[src/rtl/burst_master_if.sv]
// rtl/burst_master_if.sv - client and burst-bus signal bundle for burst_master
interface burst_master_if;
    logic        cmd_valid;
    logic        cmd_ready;
    logic        cmd_write;
    logic [7:0]  cmd_addr;
    logic [3:0]  cmd_len;
    logic [3:0]  cmd_id;
    logic [7:0]  wr_data;
    logic        wr_valid;
    logic        wr_ready;
    logic [7:0]  rd_data;
    logic        rd_err;
    logic        rd_valid;
    logic        rd_last;
    logic        rd_ready;
    logic        done;
    logic        done_err;
    logic        ARVALID;
    logic        ARREADY;
    logic [15:0] IN;
    logic        RVALID;
    logic        RREADY;
    logic        RLAST;
    logic [8:0]  OUT;
    logic        AWVALID;
    logic        AWREADY;
    logic [11:0] AWIN;
    logic        WVALID;
    logic        WREADY;
    logic        WLAST;
    logic [7:0]  WDATA;
    logic        BVALID;
    logic        BREADY;
    logic [4:0]  BRESP;

    modport master (
        input  cmd_valid, cmd_write, cmd_addr, cmd_len, cmd_id, wr_data, wr_valid, rd_ready,
               ARREADY, RVALID, RLAST, OUT, AWREADY, WREADY, BVALID, BRESP,
        output cmd_ready, wr_ready, rd_data, rd_err, rd_valid, rd_last, done, done_err,
               ARVALID, IN, RREADY, AWVALID, AWIN, WVALID, WLAST, WDATA, BREADY
    );

    modport slave (
        output cmd_valid, cmd_write, cmd_addr, cmd_len, cmd_id, wr_data, wr_valid, rd_ready,
               ARREADY, RVALID, RLAST, OUT, AWREADY, WREADY, BVALID, BRESP,
        input  cmd_ready, wr_ready, rd_data, rd_err, rd_valid, rd_last, done, done_err,
               ARVALID, IN, RREADY, AWVALID, AWIN, WVALID, WLAST, WDATA, BREADY
    );
endinterface

[src/rtl/burst_master.sv]
// rtl/burst_master.sv - single-outstanding read/write burst initiator
module burst_master (
    input  logic          clk,
    input  logic          rst,
    burst_master_if.master bus
);
    localparam logic [2:0] S_IDLE = 3'd0;
    localparam logic [2:0] S_AR   = 3'd1;
    localparam logic [2:0] S_R    = 3'd2;
    localparam logic [2:0] S_AW   = 3'd3;
    localparam logic [2:0] S_W    = 3'd4;
    localparam logic [2:0] S_B    = 3'd5;

    logic [2:0] state;
    logic [7:0] addr;
    logic [3:0] len;
    logic [3:0] id;
    logic [4:0] beats;
    logic       err;
    logic       started;
    logic       last_loaded;
    logic       wvalid_q;
    logic       wlast_q;
    logic [7:0] wdata_q;
    logic       done_q;
    logic       done_err_q;

    logic       in_r;
    logic       r_hs;
    logic       w_load;
    logic       w_hs;
    logic       wr_ready_i;
    logic [4:0] beats_nx;
    logic [4:0] exp_beats;

    assign in_r       = (state == S_R);
    assign r_hs       = in_r && bus.RVALID && bus.rd_ready;
    assign wr_ready_i = (state == S_W) && !last_loaded && (!wvalid_q || bus.WREADY);
    assign w_load     = wr_ready_i && bus.wr_valid;
    assign w_hs       = wvalid_q && bus.WREADY;
    assign beats_nx   = beats + 5'd1;
    assign exp_beats  = {1'b0, len} + 5'd1;

    // started keeps cmd_ready low until the first edge after reset release
    assign bus.cmd_ready = (state == S_IDLE) && started;
    assign bus.wr_ready  = wr_ready_i;
    assign bus.ARVALID   = (state == S_AR);
    assign bus.IN        = {addr, len, id};
    assign bus.AWVALID   = (state == S_AW);
    assign bus.AWIN      = {addr, id};
    assign bus.RREADY    = in_r && bus.rd_ready;
    assign bus.rd_data   = in_r ? bus.OUT[8:1] : 8'h00;
    assign bus.rd_err    = in_r && bus.OUT[0];
    assign bus.rd_valid  = in_r && bus.RVALID;
    assign bus.rd_last   = in_r && bus.RLAST;
    assign bus.WVALID    = wvalid_q;
    assign bus.WLAST     = wlast_q;
    assign bus.WDATA     = wdata_q;
    assign bus.BREADY    = (state == S_B);
    assign bus.done      = done_q;
    assign bus.done_err  = done_err_q;

    always_ff @(posedge clk or negedge rst) begin
        if (!rst) begin
            state       <= S_IDLE;
            addr        <= 8'h00;
            len         <= 4'h0;
            id          <= 4'h0;
            beats       <= 5'd0;
            err         <= 1'b0;
            started     <= 1'b0;
            last_loaded <= 1'b0;
            wvalid_q    <= 1'b0;
            wlast_q     <= 1'b0;
            wdata_q     <= 8'h00;
            done_q      <= 1'b0;
            done_err_q  <= 1'b0;
        end else begin
            started    <= 1'b1;
            done_q     <= 1'b0;
            done_err_q <= 1'b0;
            case (state)
                S_IDLE: begin
                    if (bus.cmd_valid && started) begin
                        addr        <= bus.cmd_addr;
                        len         <= bus.cmd_len;
                        id          <= bus.cmd_id;
                        beats       <= 5'd0;
                        err         <= 1'b0;
                        last_loaded <= 1'b0;
                        state       <= bus.cmd_write ? S_AW : S_AR;
                    end
                end
                S_AR: if (bus.ARREADY) state <= S_R;
                S_R: begin
                    if (r_hs) begin
                        beats <= beats_nx;
                        err   <= err | bus.OUT[0];
                        if (bus.RLAST) begin
                            state      <= S_IDLE;
                            done_q     <= 1'b1;
                            done_err_q <= err | bus.OUT[0] | (beats_nx != exp_beats);
                        end
                    end
                end
                S_AW: if (bus.AWREADY) state <= S_W;
                S_W: begin
                    // a load may replace the beat handshaking this same cycle
                    if (w_load) begin
                        wdata_q  <= bus.wr_data;
                        wvalid_q <= 1'b1;
                        wlast_q  <= (beats[3:0] == len);
                        beats    <= beats_nx;
                        if (beats[3:0] == len) last_loaded <= 1'b1;
                    end else if (w_hs) begin
                        wvalid_q <= 1'b0;
                        wlast_q  <= 1'b0;
                    end
                    if (w_hs && wlast_q) state <= S_B;
                end
                S_B: begin
                    if (bus.BVALID) begin
                        state      <= S_IDLE;
                        done_q     <= 1'b1;
                        done_err_q <= err | bus.BRESP[4] | (bus.BRESP[3:0] != id);
                    end
                end
                default: state <= S_IDLE;
            endcase
        end
    end
endmodule

[src/flat_wrapper.sv]
// flat-port wrapper written by rule: the top's interface ports become plain ports
module burst_master_flat 
  (clk, rst, bus_cmd_valid, bus_cmd_write, bus_cmd_addr, bus_cmd_len, bus_cmd_id, bus_wr_data, bus_wr_valid, bus_rd_ready, bus_ARREADY, bus_RVALID, bus_RLAST, bus_OUT, bus_AWREADY, bus_WREADY, bus_BVALID, bus_BRESP, bus_cmd_ready, bus_wr_ready, bus_rd_data, bus_rd_err, bus_rd_valid, bus_rd_last, bus_done, bus_done_err, bus_ARVALID, bus_IN, bus_RREADY, bus_AWVALID, bus_AWIN, bus_WVALID, bus_WLAST, bus_WDATA, bus_BREADY);
  burst_master_if bus_i ();
  input  logic clk;
  input  logic rst;
  input wire logic [$bits(bus_i.cmd_valid)-1:0] bus_cmd_valid;
  input wire logic [$bits(bus_i.cmd_write)-1:0] bus_cmd_write;
  input wire logic [$bits(bus_i.cmd_addr)-1:0] bus_cmd_addr;
  input wire logic [$bits(bus_i.cmd_len)-1:0] bus_cmd_len;
  input wire logic [$bits(bus_i.cmd_id)-1:0] bus_cmd_id;
  input wire logic [$bits(bus_i.wr_data)-1:0] bus_wr_data;
  input wire logic [$bits(bus_i.wr_valid)-1:0] bus_wr_valid;
  input wire logic [$bits(bus_i.rd_ready)-1:0] bus_rd_ready;
  input wire logic [$bits(bus_i.ARREADY)-1:0] bus_ARREADY;
  input wire logic [$bits(bus_i.RVALID)-1:0] bus_RVALID;
  input wire logic [$bits(bus_i.RLAST)-1:0] bus_RLAST;
  input wire logic [$bits(bus_i.OUT)-1:0] bus_OUT;
  input wire logic [$bits(bus_i.AWREADY)-1:0] bus_AWREADY;
  input wire logic [$bits(bus_i.WREADY)-1:0] bus_WREADY;
  input wire logic [$bits(bus_i.BVALID)-1:0] bus_BVALID;
  input wire logic [$bits(bus_i.BRESP)-1:0] bus_BRESP;
  output wire logic [$bits(bus_i.cmd_ready)-1:0] bus_cmd_ready;
  output wire logic [$bits(bus_i.wr_ready)-1:0] bus_wr_ready;
  output wire logic [$bits(bus_i.rd_data)-1:0] bus_rd_data;
  output wire logic [$bits(bus_i.rd_err)-1:0] bus_rd_err;
  output wire logic [$bits(bus_i.rd_valid)-1:0] bus_rd_valid;
  output wire logic [$bits(bus_i.rd_last)-1:0] bus_rd_last;
  output wire logic [$bits(bus_i.done)-1:0] bus_done;
  output wire logic [$bits(bus_i.done_err)-1:0] bus_done_err;
  output wire logic [$bits(bus_i.ARVALID)-1:0] bus_ARVALID;
  output wire logic [$bits(bus_i.IN)-1:0] bus_IN;
  output wire logic [$bits(bus_i.RREADY)-1:0] bus_RREADY;
  output wire logic [$bits(bus_i.AWVALID)-1:0] bus_AWVALID;
  output wire logic [$bits(bus_i.AWIN)-1:0] bus_AWIN;
  output wire logic [$bits(bus_i.WVALID)-1:0] bus_WVALID;
  output wire logic [$bits(bus_i.WLAST)-1:0] bus_WLAST;
  output wire logic [$bits(bus_i.WDATA)-1:0] bus_WDATA;
  output wire logic [$bits(bus_i.BREADY)-1:0] bus_BREADY;
  assign bus_i.cmd_valid = bus_cmd_valid;
  assign bus_i.cmd_write = bus_cmd_write;
  assign bus_i.cmd_addr = bus_cmd_addr;
  assign bus_i.cmd_len = bus_cmd_len;
  assign bus_i.cmd_id = bus_cmd_id;
  assign bus_i.wr_data = bus_wr_data;
  assign bus_i.wr_valid = bus_wr_valid;
  assign bus_i.rd_ready = bus_rd_ready;
  assign bus_i.ARREADY = bus_ARREADY;
  assign bus_i.RVALID = bus_RVALID;
  assign bus_i.RLAST = bus_RLAST;
  assign bus_i.OUT = bus_OUT;
  assign bus_i.AWREADY = bus_AWREADY;
  assign bus_i.WREADY = bus_WREADY;
  assign bus_i.BVALID = bus_BVALID;
  assign bus_i.BRESP = bus_BRESP;
  assign bus_cmd_ready = bus_i.cmd_ready;
  assign bus_wr_ready = bus_i.wr_ready;
  assign bus_rd_data = bus_i.rd_data;
  assign bus_rd_err = bus_i.rd_err;
  assign bus_rd_valid = bus_i.rd_valid;
  assign bus_rd_last = bus_i.rd_last;
  assign bus_done = bus_i.done;
  assign bus_done_err = bus_i.done_err;
  assign bus_ARVALID = bus_i.ARVALID;
  assign bus_IN = bus_i.IN;
  assign bus_RREADY = bus_i.RREADY;
  assign bus_AWVALID = bus_i.AWVALID;
  assign bus_AWIN = bus_i.AWIN;
  assign bus_WVALID = bus_i.WVALID;
  assign bus_WLAST = bus_i.WLAST;
  assign bus_WDATA = bus_i.WDATA;
  assign bus_BREADY = bus_i.BREADY;
  burst_master u_core (.clk(clk), .rst(rst), .bus(bus_i));
endmodule
[config.mk]
export PLATFORM = sky130hd
export DESIGN_NAME = burst_master_flat
export DESIGN_NICKNAME = d
export VERILOG_FILES = /design/src/rtl/burst_master_if.sv /design/src/rtl/burst_master.sv /design/src/flat_wrapper.sv
export SDC_FILE = /design/constraint.sdc
export NUM_CORES = 1
export LEC_CHECK = 0
export BUFFER_PORTS_ARGS = -buffer_cell sky130_fd_sc_hd__buf_2
export CORE_MARGIN = 1.5
export CORE_UTILIZATION = 46
export DETAILED_ROUTE_END_ITERATION = 16
export GPL_TIMING_DRIVEN = 0
export PLACE_DENSITY = 0.89
export SLEW_MARGIN = 0
export SYNTH_ARGS = -nofsm -noshare
export SYNTH_HDL_FRONTEND = slang
export SYNTH_SLANG_ARGS = --single-unit
export TNS_END_PERCENT = 50
[constraint.sdc]
create_clock -name clk -period 2 [get_ports clk]
set_input_delay 0.5 -clock clk [delete_from_list [all_inputs] [get_ports clk]]
set_output_delay 0.5 -clock clk [all_outputs]
set_load 0.05 [all_outputs]
==> metrics <==
fmax 495 MHz; Setup WS post-layout -0.0182 ns; switching part of the total power 52.9%; worst hold margin 0.327 ns; Skew-Pair Late Insertion Delay 0.28 ns; compound-cell area share of the yosys netlist 7.93%; worst min-delay path category in -> async; detailed-route DRC error count 3; mean instance size in the synthesized netlist 11.5 µm²; Clock Sink Count 39; leading post-synthesis cells by cell area sky130_fd_sc_hd__dfrtp_1 (45%), sky130_fd_sc_hd__mux2_1 (5.2%), sky130_fd_sc_hd__mux2_2 (5.2%); top cell type by total area after synthesis sky130_fd_sc_hd__dfrtp_1; Min Clock Period, post-route 2.02 ns; fill cell instance count of the final layout 324; Final setup viols 9; data arrival time of the critical path 1.52 ns; count of synthesis-stage warnings from yosys 0; most instantiated flip-flop cell in the synthesis netlist sky130_fd_sc_hd__dfrtp_1; register bit total from synthesis 39; Async SR Flop Fraction 100%; maximum number of pins on one net before global-route repair 40; Die Width 71.8 µm; number of buffers inserted for hold repair after clock tree synthesis 0; initial core utilization 49.0%; clk_skew 0.00451 ns; level count of the clock H-tree 2; critical path class reg -> out; top cell type's share of synthesized area 44.8%; IO Port Bufs 106; first-pass iteration count of the detailed router 13; number of antenna violations at the first check in global routing 0; number of flops mapped to enable cells by yosys 0; total wire length after detailed routing 5370 µm; CTS Buf Count 5; area of the die 5150 µm²; Root Buffer sky130_fd_sc_hd__clkbuf_8; clock buffer depth 2; Global Route Usage Sum 21.0%; vertical extent of the die 71.8 µm; sequential cell fraction of total power 23.9%; syn_nets 241; actual transition at the worst max-transition pin 0.868 ns; CTS tree built; max-slew violation count 0; core utilization of the finished layout 70.5%; DPL Wire Length 3790 µm; unrepaired setup endpoints after global routing yes; number of nets still failing antenna checks after routing 0; total chip power 6040 µW; number of nets in the layout 364; Worst-path clk slew 0.08 ns; DRC marker count from the first detailed-route iteration 49; Critical Path RT 1.50 ns; main combinational cell family by area after synthesis simple AND/OR/NAND/NOR gates; leading cell type by number of instances after synthesis sky130_fd_sc_hd__dfrtp_1; post-synthesis cell count 189; placeable core region 4440 µm²; Post-Syn Area 2180 µm²; crit share post-route 101%; adder-cell share of the synthesized area 1.15%; GPL Wtd Cong 0.827; number of core rows 24; largest fanout of any net on the critical path 5; drt via density 5.06; wire length of the first global-routing pass 8500 µm; fraction of layout cells with a size suffix above 1 58.3%; via count of the first global-routing pass 1872; internal portion of total power 2840 µW; PwrDens 1930 nW/µm²; average detailed-routed wire length per instance 14.8 µm; combinational power share 67.8%; relative max-transition margin 42.2%; antenna fix cells 0; detailed-route via count 1843; simple-gate share of the synthesized area 17.8%; Seq/Total Area, Yosys 44.8%; parity-gate share of the synthesized area counting xor and xnor cells 5.23%; worst-case vdd ir drop 1660 µV; violated checks design-rule violations, negative setup slack; outcome finished, violations left; final count of hold timing violations 0; net switching component of the power 3190 µW; Final TNS setup -0.0590 ns; Setup crit start kind register; kind of capture point of the worst setup path output pin; number of placed I/O pins 107; count of different cell masters after synthesis 48; area growth from synthesis to layout 44.0%; Remaining Overflow, GRT 0; portion of total power attributed to the clock network 8.3%; count of max-cap constraint violations 0; P_leak 0.00161 µW; proportion of synthesized area in mux cells 16.1%; most frequent cells after synthesis sky130_fd_sc_hd__dfrtp_1 (39), sky130_fd_sc_hd__nand2_1 (16), sky130_fd_sc_hd__and2_1 (13), sky130_fd_sc_hd__buf_4 (13)
==> cell usage in the layout, fill, tap and decap left out, types with 3 or more instances in the layout <==
cell                       synthesis  final
sky130_fd_sc_hd__o21ai_1           3      3
sky130_fd_sc_hd__buf_4            13     23
sky130_fd_sc_hd__nor3_1            5      5
sky130_fd_sc_hd__o21ai_0           5      5
sky130_fd_sc_hd__nor2_1            5      5
sky130_fd_sc_hd__nand3_1           6      6
sky130_fd_sc_hd__buf_8             0     12
sky130_fd_sc_hd__clkbuf_8          0      7
sky130_fd_sc_hd__xor2_1            6      6
sky130_fd_sc_hd__buf_6             3      6
sky130_fd_sc_hd__dfrtp_1          39     37
sky130_fd_sc_hd__nand2_1          16     16
sky130_fd_sc_hd__mux2_2           10     10
sky130_fd_sc_hd__mux2_4            7      7
sky130_fd_sc_hd__and2_4            0     12
sky130_fd_sc_hd__mux2_1           10     10
sky130_fd_sc_hd__buf_2             1     90
sky130_fd_sc_hd__xnor2_1           7      7
==> per-stage QoR <==
stage	setup WS, ns	std cells	instance area, µm²
6_report	-0.0182	364	3130
5_1_grt	-0.0842	364	3130
4_1_cts	-0.0676	360	3090
3_5_place_dp	-0.228	347	2780
3_3_place_gp	-0.183	347	2780
2_1_floorplan	0.000949	189	2180
==> power by group through the flow <==
stage	sequential (µW)	clock, µW	combinational (µW)
final	1440	501	4090
after CTS	1460	511	4000
after global routing	1500	555	4270
after detailed placement	1460	0	3670
after global placement	1430	0	3610
after floorplan	2350	0	2000
==> state kept, by name (all words and copies together) (netlist names) <==
register / count
u_core.bus.WLAST: 1
u_core.bus.WVALID: 1
u_core.len: 4
u_core.beats: 5
u_core.started: 1
u_core.id: 4
u_core.last_loaded: 1
u_core.bus.WDATA: 8
u_core.state: 3
u_core.bus.done_err: 1
u_core.addr: 8
u_core.bus.done: 1
u_core.err: 1
==> repair_timing <==
| item | CTS | global route |
|---|---|---|
| pin swaps | 13 | 1 |
| setup endpoints to repair | 13 | 15 |
| buffers inserted | 5 | 4 |
| gates cloned | 1 | 0 |
| gates resized for setup | 58 | 6 |
==> routing by layer <==
layer  routed length (µm)  part of all wire [%]  track usage (%)  vias up
met5                    0                     0                0        -
met4                   96                   1.8             5.24        0
met3                  359                   6.7             3.80        9
met2                 2760                    51             38.7       83
met1                 2150                    40             25.2      859
li1                     -                     -                -      892
==> cell families after synthesis <==
logic type | count (synthesis)
and+or+nand+nor | 63
DFF | 39
muxes | 29
AOI/OAI and AO/OA | 22
buffers and inverters | 20
xor gates and xnor gates | 13
adders and majority gates | 2
other | 1
==> critical path, cell delays in order (launching register included) <==
cell and delay [ns]:
sky130_fd_sc_hd__dfrtp_2 0.47, sky130_fd_sc_hd__nor3b_4 0.28, sky130_fd_sc_hd__clkbuf_8 0.19, sky130_fd_sc_hd__and2_4 0.15
sky130_fd_sc_hd__buf_8 0.14
==> final timing paths <==
path / start / endpoint / slack [ns] / cells after the start
hold reg to reg: u_core.bus.WDATA[4] / u_core.bus.WDATA[4] / 0.49 / 1
setup reg to reg: u_core.len[0] / u_core.bus.done_err / 0.16 / 5
max in group asynchronous: rst / u_core.state[0] / 1.09 / 1
setup / recovery: u_core.state[0] / bus_rd_data[0] / -0.02 / 4
hold / removal: rst / u_core.addr[2] / 0.33 / 1
min in group clk: bus_wr_data[5] / u_core.bus.WDATA[5] / 0.43 / 2
==> cell type report <==
class                   instances  area (µm²)  area share [%]
flip-flops and latches         39         978            31.2
multi-input cells             130        1090            34.9
well taps                      52        65.1            2.08
plain buffers                  18         154            4.91
clock buffers                   5        68.8            2.20
clock inverters                 2        13.8           0.439
inverters                       2        7.51           0.240
repair buffers                116         752            24.0
Note: power is estimated with default switching activity, not from simulation.
